**config.mk**
```make
export PLATFORM = sky130hd
export DESIGN_NAME = search_commander
export DESIGN_NICKNAME = d
export VERILOG_FILES = /design/src/rtl/movement_pkg.sv /design/src/rtl/heading_score_tracker.sv /design/src/rtl/search_commander.sv
export SDC_FILE = /design/constraint.sdc
export NUM_CORES = 1
export LEC_CHECK = 0
export ABC_AREA = 1
export CAP_MARGIN = 10
export CORE_MARGIN = 2
export CORE_UTILIZATION = 53
export CTS_CLUSTER_SIZE = 40
export DETAILED_ROUTE_END_ITERATION = 8
export PLACE_DENSITY = 0.81
export SYNTH_ARGS = -nofsm -noshare
export SYNTH_HDL_FRONTEND = slang
export SYNTH_SLANG_ARGS = --single-unit
```
**constraint.sdc**
```tcl
create_clock -name clk -period 2.6 [get_ports clk]
set_clock_uncertainty 0.05 [all_clocks]
set_input_delay 0.52 -clock clk [delete_from_list [all_inputs] [get_ports clk]]
set_output_delay 0.52 -clock clk [all_outputs]
set_load 0.005 [all_outputs]
```
**src/rtl/movement_pkg.sv**
```systemverilog
// Shared encodings between the search commander and the movement controller.
package movement_pkg;

  localparam logic [1:0] CMD_STOP   = 2'b00;
  localparam logic [1:0] CMD_FWD    = 2'b01;
  localparam logic [1:0] CMD_BWD    = 2'b10;
  localparam logic [1:0] CMD_ORIENT = 2'b11;

  localparam logic [1:0] TURN_LEFT  = 2'b00;
  localparam logic [1:0] TURN_RIGHT = 2'b01;

  localparam logic [9:0] FULL_CIRCLE = 10'd360;
  localparam logic [9:0] HALF_CIRCLE = 10'd180;

  typedef enum logic [2:0] {
    ST_IDLE,
    ST_SEARCH_REQ,
    ST_SCAN,
    ST_ORIENT_REQ,
    ST_ORIENT_WAIT,
    ST_REPORT
  } search_state_t;

endpackage

```
**src/rtl/heading_score_tracker.sv**
```systemverilog
// Pause-window edge detect, window heading generation and running argmax of
// the detection score. The *_nxt outputs expose this cycle's update early.
module heading_score_tracker
  import movement_pkg::*;
#(
  parameter int NUM_HEADINGS = 8,
  parameter int HEADING_STEP = 45,
  parameter int SCORE_W      = 8
) (
  input  logic               clk,
  input  logic               reset,
  input  logic               i_clear,
  input  logic               i_en,
  input  logic               i_flag_A,
  input  logic               i_score_valid,
  input  logic [SCORE_W-1:0] i_score,
  output logic               o_rise,
  output logic [SCORE_W-1:0] o_best_score_nxt,
  output logic [9:0]         o_best_heading_nxt,
  output logic [SCORE_W-1:0] o_best_score,
  output logic [9:0]         o_best_heading
);

  localparam int IDX_W = $clog2(NUM_HEADINGS + 1);

  logic               r_flag_d;
  logic               r_in_win;
  logic [IDX_W-1:0]   r_win_idx;
  logic [9:0]         r_heading;
  logic [9:0]         r_best_heading;
  logic [SCORE_W-1:0] r_best_score;

  logic       w_accept;
  logic       w_in_win;
  logic       w_upd;
  logic [9:0] w_head_inc;
  logic [9:0] w_head_new;
  logic [9:0] w_cur_head;

  assign o_rise     = i_flag_A & ~r_flag_d;
  assign w_accept   = i_en & o_rise & (r_win_idx < IDX_W'(NUM_HEADINGS));
  assign w_head_inc = r_heading + 10'(HEADING_STEP);
  assign w_head_new = (w_head_inc >= FULL_CIRCLE) ? w_head_inc - FULL_CIRCLE : w_head_inc;
  // A score arriving with the rising edge belongs to the window it opens.
  assign w_cur_head = w_accept ? w_head_new : r_heading;
  assign w_in_win   = i_flag_A & (w_accept | r_in_win);
  assign w_upd      = i_en & i_score_valid & w_in_win & (i_score > r_best_score);

  assign o_best_score_nxt   = w_upd ? i_score : r_best_score;
  assign o_best_heading_nxt = w_upd ? w_cur_head : r_best_heading;
  assign o_best_score       = r_best_score;
  assign o_best_heading     = r_best_heading;

  always_ff @(posedge clk or posedge reset) begin
    if (reset) begin
      r_flag_d       <= 1'b0;
      r_in_win       <= 1'b0;
      r_win_idx      <= '0;
      r_heading      <= '0;
      r_best_heading <= '0;
      r_best_score   <= '0;
    end else begin
      r_flag_d <= i_flag_A;
      if (i_clear) begin
        r_in_win       <= 1'b0;
        r_win_idx      <= '0;
        r_heading      <= '0;
        r_best_heading <= '0;
        r_best_score   <= '0;
      end else if (i_en) begin
        r_win_idx      <= r_win_idx + IDX_W'(w_accept);
        r_heading      <= w_cur_head;
        r_in_win       <= w_in_win;
        r_best_heading <= o_best_heading_nxt;
        r_best_score   <= o_best_score_nxt;
      end else begin
        r_in_win <= 1'b0;
      end
    end
  end

endmodule

```
**src/rtl/search_commander.sv**
```systemverilog
// Sweep / orient / report sequencer for the person search.
// SEARCH_WATCHDOG_EN compiles in the no-progress watchdog and error path.
module search_commander
  import movement_pkg::*;
#(
  parameter int NUM_HEADINGS   = 8,
  parameter int HEADING_STEP   = 45,
  parameter int SCORE_W        = 8,
  parameter int SCORE_THRESH   = 64,
  parameter int TIMEOUT_CYCLES = 50_000_000
) (
  input  logic               clk,
  input  logic               reset,
  input  logic               start,
  input  logic               score_valid,
  input  logic [SCORE_W-1:0] person_score,
  input  logic               flag_A,
  input  logic               finish_flag_B,
  input  logic               done,
  output logic               find_person_cmd,
  output logic [1:0]         cmd,
  output logic [9:0]         orientation_cmd,
  output logic [1:0]         turn_dir,
  output logic               busy,
  output logic               result_valid,
  output logic               found,
  output logic [9:0]         best_heading,
  output logic [SCORE_W-1:0] best_score,
  output logic               error
);

  search_state_t r_state, w_state_nxt;

  logic       r_find, r_busy, r_rv, r_found;
  logic [1:0] r_cmd, r_turn;
  logic [9:0] r_orient;

  logic       w_find_nxt, w_rv_nxt, w_found_nxt;
  logic [1:0] w_cmd_nxt, w_turn_nxt;
  logic [9:0] w_orient_nxt;

  logic               w_clear;
  logic               w_wd_expire;
  logic [SCORE_W-1:0] w_score_nxt;
  logic [9:0]         w_head_nxt;

`ifdef SEARCH_WATCHDOG_EN
  logic w_rise;
`endif

  assign w_clear = (r_state == ST_IDLE) && start;

  heading_score_tracker #(
    .NUM_HEADINGS (NUM_HEADINGS),
    .HEADING_STEP (HEADING_STEP),
    .SCORE_W      (SCORE_W)
  ) u_tracker (
    .clk                (clk),
    .reset              (reset),
    .i_clear            (w_clear),
    .i_en               (r_state == ST_SCAN),
    .i_flag_A           (flag_A),
    .i_score_valid      (score_valid),
    .i_score            (person_score),
`ifdef SEARCH_WATCHDOG_EN
    .o_rise             (w_rise),
`else
    .o_rise             (),
`endif
    .o_best_score_nxt   (w_score_nxt),
    .o_best_heading_nxt (w_head_nxt),
    .o_best_score       (best_score),
    .o_best_heading     (best_heading)
  );

  always_ff @(posedge clk or posedge reset) begin
    if (reset) r_state <= ST_IDLE;
    else       r_state <= w_state_nxt;
  end

  always_comb begin
    w_state_nxt  = r_state;
    w_find_nxt   = 1'b0;
    w_rv_nxt     = 1'b0;
    w_cmd_nxt    = CMD_STOP;
    w_orient_nxt = r_orient;
    w_turn_nxt   = r_turn;
    w_found_nxt  = r_found;
    case (r_state)
      ST_IDLE: if (start) begin
        w_state_nxt = ST_SEARCH_REQ;
        w_find_nxt  = 1'b1;
        w_found_nxt = 1'b0;
      end
      ST_SEARCH_REQ: w_state_nxt = ST_SCAN;
      ST_SCAN: begin
        // Completion outranks the watchdog; the threshold sees this cycle's score.
        if (finish_flag_B || done) begin
          if (w_score_nxt >= SCORE_W'(SCORE_THRESH)) begin
            w_state_nxt  = ST_ORIENT_REQ;
            w_found_nxt  = 1'b1;
            w_cmd_nxt    = CMD_ORIENT;
            w_orient_nxt = w_head_nxt;
            w_turn_nxt   = (w_head_nxt <= HALF_CIRCLE) ? TURN_LEFT : TURN_RIGHT;
          end else begin
            w_state_nxt = ST_REPORT;
            w_rv_nxt    = 1'b1;
          end
        end else if (w_wd_expire) begin
          w_state_nxt = ST_REPORT;
          w_rv_nxt    = 1'b1;
          w_found_nxt = 1'b0;
        end
      end
      ST_ORIENT_REQ: w_state_nxt = ST_ORIENT_WAIT;
      ST_ORIENT_WAIT: begin
        if (done) begin
          w_state_nxt = ST_REPORT;
          w_rv_nxt    = 1'b1;
        end else if (w_wd_expire) begin
          w_state_nxt = ST_REPORT;
          w_rv_nxt    = 1'b1;
          w_found_nxt = 1'b0;
        end
      end
      ST_REPORT: w_state_nxt = ST_IDLE;
      default:   w_state_nxt = ST_IDLE;
    endcase
  end

  always_ff @(posedge clk or posedge reset) begin
    if (reset) begin
      r_find   <= 1'b0;
      r_busy   <= 1'b0;
      r_rv     <= 1'b0;
      r_found  <= 1'b0;
      r_cmd    <= CMD_STOP;
      r_turn   <= TURN_LEFT;
      r_orient <= '0;
    end else begin
      r_find   <= w_find_nxt;
      r_busy   <= (w_state_nxt != ST_IDLE);
      r_rv     <= w_rv_nxt;
      r_found  <= w_found_nxt;
      r_cmd    <= w_cmd_nxt;
      r_turn   <= w_turn_nxt;
      r_orient <= w_orient_nxt;
    end
  end

`ifdef SEARCH_WATCHDOG_EN
  localparam int WD_W = $clog2(TIMEOUT_CYCLES + 1);

  logic [WD_W-1:0] r_wd;
  logic            r_error;
  logic            w_wd_run;
  logic            w_cmpl;

  assign w_wd_run    = (r_state == ST_SCAN) || (r_state == ST_ORIENT_WAIT);
  assign w_cmpl      = ((r_state == ST_SCAN) && (finish_flag_B || done)) ||
                       ((r_state == ST_ORIENT_WAIT) && done);
  assign w_wd_expire = w_wd_run && !w_rise && (r_wd == WD_W'(TIMEOUT_CYCLES - 1));

  always_ff @(posedge clk or posedge reset) begin
    if (reset)                                r_wd <= '0;
    else if (w_state_nxt != r_state || w_rise) r_wd <= '0;
    else if (w_wd_run)                        r_wd <= r_wd + 1'b1;
  end

  always_ff @(posedge clk or posedge reset) begin
    if (reset)                      r_error <= 1'b0;
    else if (w_clear)               r_error <= 1'b0;
    else if (w_wd_expire && !w_cmpl) r_error <= 1'b1;
  end

  assign error = r_error;
`else
  assign w_wd_expire = 1'b0;
  assign error       = 1'b0;
`endif

  assign find_person_cmd = r_find;
  assign cmd             = r_cmd;
  assign orientation_cmd = r_orient;
  assign turn_dir        = r_turn;
  assign busy            = r_busy;
  assign result_valid    = r_rv;
  assign found           = r_found;

endmodule

```
Word level (Yosys, flattened, before mapping). Index checks and enable logic that the tools add are counted.

Add/subtract/negate cells: 3. Multipliers: 0. Div/mod/pow operators: 0. Order comparisons: 5. Equality and inequality tests: 7. Shift-type cells: 0. Multiplexer cells: 33. Bitwise logic cells: 9. Reductions and logical operators: 8.

Operator list (count): $mux W10 (7); $mux W8 (3); $pmux W3 S5 (1); $mux W3 (4); $mux W1 (11); $add A10 B6 Y10 const B (1); $ge A10 B9 Y1 const B (1); $le A10 B8 Y1 const B (1); $sub A10 B9 Y10 const B (1); $ge A8 B7 Y1 const B (1); $gt A8 B8 Y1 (1); $mux W4 (2); $and A1 B1 Y1 (7); $eq A3 B2 Y1 const B (2); $mux W2 (3); $ne A2 B2 Y1 const B (3); $add A4 B1 Y4 (1); $lt A4 B4 Y1 const B (1); $pmux W1 S2 (2); $reduce_and A4 Y1 (1); $reduce_bool A2 Y1 (2); $eq A3 B1 Y1 const B (1); $eq A3 B3 Y1 const B (1); $logic_not A3 Y1 (1); other kinds (6) (6).

Flip-flop bits (word level): 55. Bits in latches: 0. RAM bits: 0. ROM bits: 0. Bits of input ports: 15. Memories: 0.

Depth between registers and ports, before layout.
Depth in word-level cells: 14. Gate-level depth with buffers: 20.

Hierarchy. From an unflattened synthesis, not the netlist that was laid out.

Cells, all modules: 391. Area total of the unflattened synthesis: 3052.9 um^2.

By module, submodules not included: heading_score_tracker (instances 1, cells an instance 291, area each 2182.1 um^2, seq. area each 850.8 um^2); search_commander (instances 1, cells an instance 100, area each 870.8 um^2, seq. area each 475.5 um^2).

Worst setup path before layout. Ideal clock, no wire load.

Path type: in2reg. Start: input person_score[1]. End: register r_orient[6], in the netlist orientation_cmd[6]. Library setup time: 0.130 ns. Data arrival time: 2.078 ns. Required time: 2.420 ns. Path slack: 0.342 ns. Cell stages on the path: 14. Buffers on the path: 1. Cells stage by stage: ha_1 -> a21oi_1 -> o21a_1 -> o221ai_1 -> nand2_4 -> nand2_1 -> o21ai_2 -> nand2_2 -> inv_2 -> nor2_8 -> inv_6 -> buf_12 -> nand2_2 -> o21ai_2.

Cells in the longest elaborated chain, start to end: 5. Elaborated cells on any way between the ends: 6. Those cells by class: 2 x order compare; 2 x mux; 1 x bitwise; 1 x reduce/logical.

Ends and longest elaborated chain: start: declaration (RTL line search_commander.sv:16) `input logic [SCORE_W-1:0] person_score,`; $gt A8 B8 Y1 (RTL line heading_score_tracker.sv:47) `assign w_upd = i_en & i_score_valid & w_in_win & (i_score > r_best_score);`; $and A1 B1 Y1 (RTL line heading_score_tracker.sv:47); $mux W8 (RTL line heading_score_tracker.sv:49) `assign o_best_score_nxt = w_upd ? i_score : r_best_score;`; $ge A8 B7 Y1 (RTL line search_commander.sv:99) `if (w_score_nxt >= SCORE_W'(SCORE_THRESH)) begin`; $reduce_and A3 Y1 (no source line); end signal: assignment (RTL line search_commander.sv:147) `r_orient <= w_orient_nxt;`; end: declaration (RTL line search_commander.sv:36) `logic [9:0] r_orient;`.

Parallel ways exist; a longest one is shown, timed or not. A chain may end at the register's enable or synchronous reset.

Worst setup path in the final report.
Start: input person_score[1]. End: register r_turn[0], in the netlist turn_dir[0].

Cells in the longest elaborated chain, start to end: 5. Elaborated cells on any way between the ends: 8. Those cells by class: 3 x order compare; 3 x mux; 1 x bitwise; 1 x reduce/logical.

Ends and longest elaborated chain: $gt A8 B8 Y1 (RTL line heading_score_tracker.sv:47); $and A1 B1 Y1 (RTL line heading_score_tracker.sv:47); $mux W10 / $mux W8 (equally long branches) (RTL line heading_score_tracker.sv:50, heading_score_tracker.sv:49); $le A10 B8 Y1 / $ge A8 B7 Y1 (equally long branches) (RTL line search_commander.sv:104, search_commander.sv:99); $mux W1 / $reduce_and A3 Y1 (equally long branches); end signal: assignment (RTL line search_commander.sv:146) `r_turn <= w_turn_nxt;`; end: declaration (RTL line search_commander.sv:35) `logic [1:0] r_cmd, r_turn;`.

Parallel ways exist; a longest one is shown, timed or not.

==> results.toml <==
[clock_network]
holdBufCountCts = 0
insertion_delay_ns = 0.31
clock_sink_count = 53
cts.root.buffer_cell = "sky130_fd_sc_hd__clkbuf_8"
clock_transition_at_the_register_clock_pins_on_the_worst_setup_and_hold_paths_after_cts_ns = 0.10
cts_tree = "built"
htree_levels = 2
clock_path_buffers = 2
cts_inserted_buffers = 5

[synth]
syn_area_um2 = 2879
postSynth.asyncResetShare_pct = 100.0
ys_dominant_reg_cell = "sky130_fd_sc_hd__dfrtp_1"
ys.warnings.count = 0
synthCells = 339
yosys.area.top_type_share_pct = 46.07
synth-edff-count = 0
synth_largest_area_cell = "sky130_fd_sc_hd__dfrtp_1"
post_synth.cell_area_avg_um2 = 8.493
synth_top_cells_by_area = "sky130_fd_sc_hd__dfrtp_1 46%, sky130_fd_sc_hd__nand2_1 11%, sky130_fd_sc_hd__ha_1 5.2%"
synth_seq_cells = 53
synth_seq_area_share_pct = 46.07
netlist-cell-type-count = 40

[cells_and_area]
drive_above_1_share_pct = 17.00
register_area_um2 = 1326
multi_input_comb_area_um2 = 1333
layout-area-overhead-vs-synth_pct = 26.42
layout_net_count = 432
antenna_cells = 0
mostFrequentLayoutCell = "sky130_fd_sc_hd__nand2_1"
finish.utilization_pct = 70.37
mostFrequentLayoutCells = "84 x sky130_fd_sc_hd__nand2_1, 53 x sky130_fd_sc_hd__dfrtp_1, 49 x sky130_fd_sc_hd__clkdlybuf4s50_1"
layout.filler_cells = 410

[floorplan]
num_rows = 26
chipWidth_um = 77.70
io_pins = 52
initial_utilization_pct = 55.66
core-area_um2 = 5172
full_die_area_um2 = 6037
die-height_um = 77.70

[setup_path]
critPathArrivalTime_ns = 2.63
worstSetupEndpointType = "register"
crit_path_max_fanout = 7
critical_path.reg2reg.endpoint = "turn_dir[0]"
critical_path.startpoint_type = "input pin"
rr_worst_depth = 19
critical_path.reg2reg.startpoint = "u_tracker.r_heading[0]"
setup.reg_to_reg.worst_slack_ns = 0.24
path_class = "in -> reg"
critical_path_required_ns = 2.76

[routing]
post-route-drc-count = 0
dr.first_iter.drc_count = 114
detail_route.wl_per_cell_um = 12.86
remaining_antenna_violation_count = 0
detailedRoute.firstPassIterationCount = 4
num_vias = 2400
vias_per_cell = 5.042
detail_route.wirelength_um = 6122

[timing]
final_setup_margin_ns = 0.1303
totalNegativeSetupSlack_ns = 0
rsz0062_at_grt = "false"
timing_max_transition_violations_final = 0
final.min_clock_period_ns = 2.470
setup_violations = 0
finalHoldWorstSlack_ns = 0.4407
final_hold_viol_count = 0
timing.fmax_mhz = 404.9
finalCritPeriodShare_pct = 94.99

[power]
worst_ir_drop_on_vdd_mv = 0.4189
post-layout-total-power_mw = 2.920
static-leakage-power_nw = 1.798
power.density_nw_per_um2 = 802.2

[place]
port-buffer-count = 49
dpl.hpwl_um = 4704
gp_congestion = 0.8237
pre_cts_slack_ns = -0.3019

[grt]
grt_max_degree = 54
globalRoute.totalOverflow = 0
grt_pass1_wl_um = 10670
first_global_vias = 2283
number_of_antenna_violations_at_the_first_check_in_global_routing = 0
global_route.usage.total_pct = 22.23

[worst_hold_path]
min_to = "orientation_cmd[2]"
min_path_cells = 2
startpoint_of_the_worst_hold_path = "orientation_cmd[2]"
min_path_type = "reg -> reg"

[job]
timing.max_cap.violations = 0

[run_status]
status = "finished, final reports clean"
==> through the flow <==
stage	cell area, um^2	instances
floorplan	2883	340
global placement	3521	467
detailed placement	3521	467
CTS	3611	475
global route	3640	476
finish	3640	476
==> final cells by class <==
type | count | share of cell area [%]
Multi-Input combinational cell | 237 | 36.61
Clock buffer | 5 | 1.891
Clock inverter | 3 | 0.5844
Tap cell | 70 | 2.406
Inverter | 40 | 4.331
Timing Repair Buffer | 68 | 17.74
Sequential cell | 53 | 36.44
==> sequential cells by signal, indices dropped and copies added (netlist names), 3 cells and up <==
name,flops
orientation_cmd,10
r_state,3
u_tracker.o_best_heading,10
u_tracker.o_best_score,8
u_tracker.r_heading,10
u_tracker.r_win_idx,4
==> critical path, stage by stage <==
cell and delay [ns]:
sky130_fd_sc_hd__clkdlybuf4s50_1 0.43, sky130_fd_sc_hd__ha_1 0.36, sky130_fd_sc_hd__a21oi_2 0.07, sky130_fd_sc_hd__o21a_1 0.18, sky130_fd_sc_hd__o221ai_2 0.19, sky130_fd_sc_hd__nand2_4 0.12
sky130_fd_sc_hd__nand2_1 0.09, sky130_fd_sc_hd__o21ai_2 0.07, sky130_fd_sc_hd__nand2_2 0.09, sky130_fd_sc_hd__inv_2 0.07, sky130_fd_sc_hd__nor2_8 0.15, sky130_fd_sc_hd__nand2_2 0.08
sky130_fd_sc_hd__nor2_1 0.14, sky130_fd_sc_hd__a21oi_2 0.06
==> synthesized netlist by cell type (2+ instances only) <==
cell / instances
sky130_fd_sc_hd__clkbuf_1: 3
sky130_fd_sc_hd__o21ai_1: 5
sky130_fd_sc_hd__nand3_1: 28
sky130_fd_sc_hd__xor2_1: 5
sky130_fd_sc_hd__o21a_1: 2
sky130_fd_sc_hd__xor2_2: 2
sky130_fd_sc_hd__buf_6: 3
sky130_fd_sc_hd__nand2_2: 8
sky130_fd_sc_hd__nand4_1: 2
sky130_fd_sc_hd__inv_2: 4
sky130_fd_sc_hd__nand2_1: 85
sky130_fd_sc_hd__buf_4: 3
sky130_fd_sc_hd__nor2_1: 36
sky130_fd_sc_hd__dfrtp_1: 53
sky130_fd_sc_hd__xnor2_1: 2
sky130_fd_sc_hd__o21ai_2: 9
sky130_fd_sc_hd__or2_2: 3
sky130_fd_sc_hd__inv_1: 34
sky130_fd_sc_hd__o21ai_0: 5
sky130_fd_sc_hd__a21oi_1: 16
sky130_fd_sc_hd__ha_1: 12
==> how the worst max path moves through the flow <==
stage,startpoint,end,slack [ns]
3_3_place_gp,person_score[1],turn_dir[0],-0.19
2_1_floorplan,person_score[1],orientation_cmd[6],0.34
4_1_cts,person_score[1],turn_dir[0],0.004
5_1_grt,u_tracker.r_heading[0],orientation_cmd[7],0.01
6_report,person_score[1],turn_dir[0],0.13
3_5_place_dp,person_score[1],orientation_cmd[9],-0.30
==> metal layers <==
layer  global-route usage [%]  share of wire, %  routed length [um]
met2                    37.16                50                3057
met3                    4.186               4.8                 296
met5                        0                 0                   0
met4                    6.786               1.3                  80
met1                    29.35                44                2688
==> where the power goes <==
group | internal, mW | total, mW | switching [mW] | leakage (nW)
registers | 1.01 | 1.16 | 0.145 | 0.718
clock network | 0.192 | 0.478 | 0.286 | 0.0445
logic | 0.609 | 1.28 | 0.676 | 1.04
total | 1.81 | 2.92 | 1.11 | 1.80
==> cells by family (layout without fill, tap and decap cells) <==
logic type,count (synthesis),count (layout),synth area share (%)
AND/OR/NAND/NOR,169,169,26.08
flip-flops,53,53,46.07
buffers and inverters,50,116,8.431
AO/OA/AOI/OAI,44,44,10.47
adder cells (fa/ha/maj),12,12,5.215
XOR/XNOR,9,9,3.259
other,1,2,0.1303
multiplexers,1,1,0.3477
==> repair_timing <==
action | 4_1_cts | 5_1_grt
resized for setup | 0 | 7
setup buffers | 0 | 1
endpoints found under the setup margin | 0 | 18
Note: power is estimated with default switching activity, not from simulation.
